**src/rtl/conv_line_ctrl.sv**
```systemverilog
// ============================================================================
// Module   : conv_line_ctrl
// Purpose  : Raster sequencing controller for a 3x3 convolution datapath.
//            Drives line FIFO enables and flags window validity and frame end.
//            Optional FIFO misuse checker enabled by CONV_LINE_CTRL_ERR_EN.
// Revision : 1.0 - initial release
// ============================================================================
`default_nettype none

module conv_line_ctrl #(
    parameter int IMG_W  = 360,
    parameter int IMG_H  = 360,
    parameter int COL_W  = 9,
    parameter int ROW_W  = 9,
    parameter int STEP_W = 17
) (
    input  logic              clk,
    input  logic              reset,
    input  logic              valid_in,
    output logic              ready_in,
    input  logic              full_fifo1,
    input  logic              empty_fifo1,
    input  logic              full_fifo2,
    input  logic              empty_fifo2,
    output logic              fifo1_wr_en,
    output logic              fifo1_rd_en,
    output logic              fifo2_wr_en,
    output logic              fifo2_rd_en,
    output logic              fifo_clr,
    output logic              window_valid,
    output logic [COL_W-1:0]  col,
    output logic [ROW_W-1:0]  row,
    output logic [STEP_W-1:0] step,
    output logic              frame_done,
    output logic              err
);

    typedef enum logic [1:0] {
        IDLE = 2'd0,
        FILL = 2'd1,
        RUN  = 2'd2,
        DONE = 2'd3
    } state_t;

    localparam logic [COL_W-1:0]  COL_LAST = COL_W'(IMG_W - 1);
    localparam logic [ROW_W-1:0]  ROW_LAST = ROW_W'(IMG_H - 1);
    localparam logic [ROW_W-1:0]  ROW_ONE  = ROW_W'(1);
    localparam logic [ROW_W-1:0]  ROW_TWO  = ROW_W'(2);
    localparam logic [COL_W-1:0]  COL_TWO  = COL_W'(2);

    state_t              state_q, state_d;
    logic [COL_W-1:0]    col_q, col_d;
    logic [ROW_W-1:0]    row_q, row_d;
    logic [STEP_W-1:0]   step_q, step_d;
    logic                clr_q;
    logic                win_q, win_d;

    logic                accept;
    logic                col_wrap;
    logic                last_px;

    assign ready_in = (state_q != DONE) && !clr_q;
    assign accept   = valid_in && ready_in;
    assign col_wrap = (col_q == COL_LAST);
    assign last_px  = col_wrap && (row_q == ROW_LAST);

    // Line 0 only fills FIFO1; from line 1 FIFO1 shifts into FIFO2; from line 2 FIFO2 drains.
    assign fifo1_wr_en = accept;
    assign fifo1_rd_en = accept && (row_q >= ROW_ONE);
    assign fifo2_wr_en = accept && (row_q >= ROW_ONE);
    assign fifo2_rd_en = accept && (row_q >= ROW_TWO);

    assign fifo_clr     = clr_q || (state_q == DONE);
    assign frame_done   = (state_q == DONE);
    assign window_valid = win_q;
    assign col          = col_q;
    assign row          = row_q;
    assign step         = step_q;

    always_comb begin
        state_d = state_q;
        col_d   = col_q;
        row_d   = row_q;
        step_d  = step_q;
        win_d   = accept && (row_q >= ROW_TWO) && (col_q >= COL_TWO);

        if (accept) begin
            step_d = step_q + STEP_W'(1);
            if (col_wrap) begin
                col_d = '0;
                row_d = row_q + ROW_W'(1);
            end else begin
                col_d = col_q + COL_W'(1);
            end
            if (last_px) begin
                col_d  = '0;
                row_d  = '0;
                step_d = '0;
            end
        end

        case (state_q)
            IDLE: begin
                if (accept) begin
                    state_d = FILL;
                end
            end
            FILL: begin
                if (accept && (row_q == ROW_TWO) && (col_q == '0)) begin
                    state_d = RUN;
                end
            end
            RUN: begin
                if (accept && last_px) begin
                    state_d = DONE;
                end
            end
            DONE: begin
                state_d = IDLE;
            end
            default: begin
                state_d = IDLE;
            end
        endcase
    end

    always_ff @(posedge clk or negedge reset) begin
        if (!reset) begin
            state_q <= IDLE;
            col_q   <= '0;
            row_q   <= '0;
            step_q  <= '0;
            clr_q   <= 1'b1;
            win_q   <= 1'b0;
        end else begin
            state_q <= state_d;
            col_q   <= col_d;
            row_q   <= row_d;
            step_q  <= step_d;
            clr_q   <= 1'b0;
            win_q   <= win_d;
        end
    end

`ifdef CONV_LINE_CTRL_ERR_EN
    logic err_q;
    logic misuse;

    assign misuse = (fifo1_wr_en && full_fifo1)  || (fifo1_rd_en && empty_fifo1) ||
                    (fifo2_wr_en && full_fifo2)  || (fifo2_rd_en && empty_fifo2);

    // Sticky until reset; frame boundaries and FIFO clears leave it untouched.
    always_ff @(posedge clk or negedge reset) begin
        if (!reset) begin
            err_q <= 1'b0;
        end else if (misuse) begin
            err_q <= 1'b1;
        end
    end

    assign err = err_q;
`else
    logic unused_flags;

    assign unused_flags = full_fifo1 ^ empty_fifo1 ^ full_fifo2 ^ empty_fifo2;
    assign err          = 1'b0;
`endif

endmodule

`default_nettype wire

```
**config.mk**
```make
export PLATFORM = sky130hd
export DESIGN_NAME = conv_line_ctrl
export DESIGN_NICKNAME = d
export VERILOG_FILES = /design/src/rtl/conv_line_ctrl.sv
export SDC_FILE = /design/constraint.sdc
export NUM_CORES = 1
export LEC_CHECK = 0
export BUFFER_PORTS_ARGS = -buffer_cell sky130_fd_sc_hd__buf_4
export CORE_UTILIZATION = 53
export DETAILED_ROUTE_END_ITERATION = 16
export PLACE_DENSITY = 0.79
export SLEW_MARGIN = 20
export SYNTH_ARGS = -nofsm -noshare
export SYNTH_HDL_FRONTEND = slang
export SYNTH_SLANG_ARGS = --single-unit
```
**constraint.sdc**
```tcl
create_clock -name clk -period 3.07 [get_ports clk]
set_input_delay 0.614 -clock clk [delete_from_list [all_inputs] [get_ports clk]]
set_output_delay 0.614 -clock clk [all_outputs]
set_load 0.03 [all_outputs]
```
==> results of run 1 <==
[flip-flops by register name, summed over array words and instances (netlist names)]
signal and flops:
step 17, col 9, row 9, state_q 2, clr_q 1, window_valid 1
[critical path, delay by kind of cell, from the launching register on]
family	cells	cell delay, ns
flip-flops	1	0.42
adder cells (fa/ha/maj)	1	0.24
AND/OR/NAND/NOR	1	0.56
AO/OA/AOI/OAI	1	0.22
buffers and inverters	2	0.43
[placed cells by master, fill, tap and decap left out, types with 2 or more instances in the layout]
| cell | instances |
|---|---|
| and3_1 | 2 |
| nor4_1 | 4 |
| nor4_2 | 2 |
| a21oi_1 | 3 |
| o22ai_1 | 2 |
| or4_1 | 3 |
| xor2_1 | 9 |
| o21ai_0 | 9 |
| nand3_1 | 13 |
| conb_1 | 2 |
| nor3_1 | 3 |
| clkbuf_8 | 5 |
| nand2_1 | 22 |
| xnor2_1 | 13 |
| buf_4 | 49 |
| ha_1 | 12 |
| or3_1 | 3 |
| nand4_1 | 9 |
| dfrtp_1 | 38 |
| nor3_2 | 2 |
| nor2_1 | 22 |
| mux2i_1 | 2 |
| inv_1 | 10 |
[metal layers]
metal	vias to the layer above	GRT usage [%]
met2	44	37.8
met4	0	12.2
met5	-	0
li1	828	-
met3	9	4.05
met1	822	27.1
[power groups by stage]
stage | clock (W) | combinational [W] | sequential [W]
6_report | 0.000338 | 0.000614 | 0.000709
5_1_grt | 0.000366 | 0.000670 | 0.000727
4_1_cts | 0.000347 | 0.000620 | 0.000709
3_5_place_dp | 0 | 0.000620 | 0.000719
3_3_place_gp | 0 | 0.000603 | 0.000716
2_1_floorplan | 0 | 0.000291 | 0.000827
[how the worst min path moves through the flow]
| stage | endpoint | slack (ns) | depth (start not counted) |
|---|---|---|---|
| 4_1_cts | row[5] | 0.29 | 1 |
| 2_1_floorplan | col[0] | 0.32 | 0 |
| 5_1_grt | state_q[1] | 0.32 | 1 |
| 6_report | row[4] | 0.28 | 1 |
| 3_5_place_dp | row[4] | 0.52 | 1 |
| 3_3_place_gp | col[4] | 0.51 | 1 |
[cell type report]
class / instances / area (um2)
multi-input combinational: 156 / 1050
fill: 324 / 1170
clock buffer: 6 / 72.6
tap: 48 / 60.1
clock inverter: 2 / 12.5
sequential: 39 / 977
inverter: 10 / 37.5
timing repair buffer: 49 / 368
[through the flow]
step                      total power [W]  cells  hold WS (ns)  worst slack (ns)  util [%]
after CTS                         0.00168    310         0.292             0.277      68.8
after global routing              0.00176    310         0.320             0.154      68.8
final                             0.00166    310         0.278             0.291      68.8
after global placement            0.00132    302         0.514             0.602      66.5
after detailed placement          0.00134    302         0.517             0.595      66.5
after floorplan                   0.00112    212         0.318             0.388         -
[cells by family after synthesis]
group,synth area share (%)
and+or+nand+nor,24.5
xor gates and xnor gates,9.15
muxes,1.49
AOI/OAI and AO/OA,7.01
buffers and inverters,4.10
DFF,46.4
adders and majority gates,7.13
other,0.178
==> metrics.txt, run 1 <==
Post-CTS Setup Inserts 0; crit path launch type flip-flop; Peak Freq 360 MHz; max-cap viol count 0; metal3 WL approximately 180 um; synthesis-to-finish area growth 22.2%; largest net degree at the start of global routing 40; WL met2 between 2 and 2.5 mm; Synth Warn # 0; asr flop ratio synth 100%; Final nets 280; Mapped Cells 211; TritonCTS buffer count 5; WP data arrival roughly 2.2 ns; status completed; total wire length around 4.2 mm; vias in the first global route ~1700; first-pass GRT wire length just over 7 mm; part of the power in the clock network around a fifth; EDFF count, synth 0; ys flop type dfrtp_1; final period utilization 90.5%; RSZ-0062 raised after global routing no; FF+latch count, synth 39; Distinct cells, synth 44; Psw about 0.00067 W; Syn Area/Cell around 10 um2; Sw Share about 40%; Slowest-stage cell, CP or3b_1; Yosys top cell by area dfrtp_1; critical path class flip-flop to output pin; Pleak about 1.2 nW; GRT Util Overall between 20 and 25%; share of cells above drive strength 1 between 20% and 30%; slowest stage delay, CP 0.56 ns; Fin. Hold Viols 0; Post-DP HPWL 3.08 mm; Req. time, crit path approximately 2.5 ns; Reg clk slew, reported paths 0.07 ns; Max VDD drop 0.633 mV; IO Pins 51; DIE AREA between 0.004 and 0.005 mm2; CTS tree yes; clock sinks 39; cell area after placement 0.00249 mm2; Crit Reg-Reg Endpoint col[7]; sequential share of the synthesized area between 40% and 50%; Core ar. between 0.003 and 0.004 mm2; WL met1 1.83 mm; final setup vio count 0; Critical Path Source state_q[0]; post-route ant nets 0; Layout Skew around 0.0043 ns; synth top area cells dfrtp_1, ha_1, xnor2_1, nand2_1, nor2_1; Combinational Power Share around 37%; post-CTS resize count 0; Die X 65.0 um; Rows 22; PD cells between 600 and 700 mW/mm2; worst-case clock buffer depth 2; Starting Density ~56%; Synth Cell Area 0.00211 mm2; Root Driver clkbuf_8; number of buffers inserted by hold repair at cts 0; Worst-Skew Late Latency around 0.30 ns; CP Capture Type output pin; Design Area, Final ~0.0026 mm2; Tmin final 2.78 ns; share of the synthesized area in the top cell type between 40% and 50%; largest fanout on the critical path 10; drt drc 0; RePlAce Congestion around 0.84; total global routing overflow 0; n_diodes 0; FF-to-FF Start state_q[0]; Vias roughly 1700; Pins Over Slew Limit 0; min-delay worst type primary input to asynchronous set/reset pin; setup TNS 0 ns; capture point of the worst path fifo2_rd_en; cell with the most instances after synthesis dfrtp_1; top layer in use met4; WL/cell between 10 and 15 um; initial antenna violation count 0; DRT iter0 DRCs around 130; crit-path cells ha_1, or3b_1, inv_1, o31a_1, buf_4; post-DR vias/cell 5.49; internal power 0.000996 W; Reg2Reg Setup Slack approximately 0.64 ns; synth cell count leaders dfrtp_1, nand2_1, nor2_1; Reg2Reg Depth 8; sequential share of power 42.7%; DIE HEIGHT 65.0 um; First-pass DRT Iterations 4; H-tree depth 2; Port Buf Inserts 45
No activity file was read; power rests on OpenSTA's default activity.
==> inputs of run 2 (changes only) <==
--- a/config.mk
+++ b/config.mk
@@ -5,10 +5,12 @@
 export SDC_FILE = /design/constraint.sdc
 export NUM_CORES = 1
 export LEC_CHECK = 0
+export ABC_AREA = 1
 export BUFFER_PORTS_ARGS = -buffer_cell sky130_fd_sc_hd__buf_4
-export CORE_UTILIZATION = 53
+export CORE_MARGIN = 2
+export CORE_UTILIZATION = 50
 export DETAILED_ROUTE_END_ITERATION = 16
-export PLACE_DENSITY = 0.79
+export PLACE_DENSITY = 0.74
 export SLEW_MARGIN = 20
 export SYNTH_ARGS = -nofsm -noshare
 export SYNTH_HDL_FRONTEND = slang
==> metrics.txt, run 2 <==
largest fanout on the critical path 15; ys flop type dfrtp_1; WP data arrival 1.79 ns; vias in the first global route 1915; Yosys top cell by area dfrtp_1; post-route ant nets 0; H-tree depth 2; cell area after placement approximately 0.0027 mm2; Combinational Power Share 38.5%; GRT Util Overall 21.0%; crit path launch type flip-flop; share of the synthesized area in the top cell type between 40% and 50%; Design Area, Final 0.00283 mm2; Die X between 70 and 80 um; Fin. Hold Viols 0; Pins Over Slew Limit 0; number of buffers inserted by hold repair at cts 0; cell with the most instances after synthesis nand2_1; Synth Warn # 0; Post-CTS Setup Inserts 0; synthesis-to-finish area growth 20.4%; max reg flops 17; DIE HEIGHT around 73 um; EDFF count, synth 0; Core ar. ~0.0044 mm2; Peak Freq slightly above 400 MHz; first-pass GRT wire length 8.57 mm; share of cells above drive strength 1 20.5%; synth top area cells dfrtp_1, nand2_1, inv_1, ha_1, nor2_1; part of the power in the clock network around a quarter; initial antenna violation count 0; internal power roughly 0.0011 W; PD cells slightly below 700 mW/mm2; RSZ-0062 raised after global routing no; CP Capture Type output pin; largest net degree at the start of global routing 40; Distinct cells, synth 36; n_diodes 0; Root Driver clkbuf_8; total global routing overflow 0; CTS tree yes; IO Pins between 50 and 60; DRT iter0 DRCs 173; Pleak roughly 1.6 nW; First-pass DRT Iterations 4; RePlAce Congestion between 0.8 and 0.9; critical path class flip-flop to output pin; Rows 24; sequential share of the synthesized area 41.6%; setup TNS 0 ns; max-cap viol count 0; min-delay worst type primary input to asynchronous set/reset pin; asr flop ratio synth 100%; Min Hold Slack around 0.27 ns; sequential share of power roughly 38%; Max VDD drop between 0.4 and 0.5 mV; status completed; Worst-Skew Late Latency ~0.30 ns; Mapped Cells slightly above 300; Reg clk slew, reported paths 0.08 ns; DIE AREA between 0.005 and 0.006 mm2; WL/cell between 10 and 15 um; final period utilization 78.4%; Synth Cell Area 0.00235 mm2; drt drc 0; Final nets 374; most frequent cells in the layout nand2_1, buf_4, inv_1, nor2_1, dfrtp_1; FF+latch count, synth 39; clock sinks 39; Sw Share between 40% and 50%; synth cell count leaders nand2_1, inv_1, dfrtp_1, nor2_1, nand3_1; Req. time, crit path ~2.5 ns; Post-DP HPWL around 3.6 mm; post-DR vias/cell slightly above 5; Layout Skew 0.00760 ns; Vias about 2100; final setup vio count 0; Syn Area/Cell between 7 and 8 um2; post-CTS resize count 0; Port Buf Inserts 45; TritonCTS buffer count 5; commonest non-fill, non-tap cell in the layout nand2_1; Tmin final about 2.4 ns; Starting Density 52.8%; total wire length ~5.0 mm; Psw around 0.00078 W; worst-case clock buffer depth 2; Filler Cell Count around 420
[run 2: changes by cell type after synthesis, sizes merged, moves of 9 or more]
cell	previous run	this run
nand2	22	69
inv	10	46
nor2	22	43
nand3	13	28
o21ai	10	22
xnor2	13	3
a21oi	4	13
xor2	9	0
[run 2: kinds of logic (layout without fill, tap and decap cells)]
| logic type | after synthesis | count (layout) | synth area share [%] |
|---|---|---|---|
| XOR/XNOR | 3 | 3 | 1.12 |
| flip-flops | 39 | 39 | 41.6 |
| adder cells (fa/ha/maj) | 12 | 12 | 6.40 |
| buffers and inverters | 53 | 101 | 9.97 |
| AO/OA/AOI/OAI | 39 | 39 | 9.01 |
| other | 1 | 2 | 0.160 |
| AND/OR/NAND/NOR | 160 | 160 | 31.7 |
[run 2: final timing paths]
kind / endpoint / depth (start not counted) / slack (ns) / start
worst max register to register: state_q[1] / 9 / 1.04 / state_q[0]
worst min register to register: col[7] / 1 / 0.53 / col[7]
min in group clk: col[7] / 1 / 0.53 / col[7]
worst max-delay path: fifo2_rd_en / 7 / 0.66 / state_q[0]
worst min-delay path: row[8] / 1 / 0.27 / reset
max in group asynchronous: clr_q / 1 / 2.43 / reset
[run 2: layout make-up]
class | instances | area (um2) | share of cell area, %
clock buffers | 6 | 82.6 | 2.92
flip-flops and latches | 39 | 977 | 34.6
well taps | 52 | 65.1 | 2.30
inverters | 48 | 188 | 6.64
repair buffers | 45 | 338 | 12.0
multi-input cells | 216 | 1140 | 40.3
clock inverters | 2 | 35.0 | 1.24
[run 2: power groups by stage]
stage / clock network [W] / registers, W / logic, W
after global placement: 0 / 0.000729 / 0.000717
after detailed placement: 0 / 0.000733 / 0.000735
after CTS: 0.000461 / 0.000722 / 0.000739
after floorplan: 0 / 0.000864 / 0.000351
final: 0.000451 / 0.000723 / 0.000734
after global routing: 0.000484 / 0.000740 / 0.000807
[run 2: layer usage]
metal | wire length, um | GRT usage, %
met1 | 2360 | 28.8
met4 | 60 | 7.82
met5 | 0 | 0
met2 | 2340 | 32.8
met3 | 189 | 4.58
[run 2: critical path, cell delays in order, from the launching register on]
cell	delay [ns]
dfrtp_1	0.42
ha_1	0.25
nor2_4	0.20
nand2_4	0.14
inv_4	0.17
nand2_1	0.10
inv_1	0.06
buf_4	0.15
[run 2: metrics by stage]
stage               power [W]  utilization [%]  cells  setup WS, ns
global route          0.00203             63.6    408         0.543
detailed placement    0.00147             60.9    400         0.969
finish                0.00191             63.6    408         0.664
global placement      0.00145             60.9    400         0.971
floorplan             0.00122                -    308         0.422
CTS                   0.00192             63.6    408         0.639
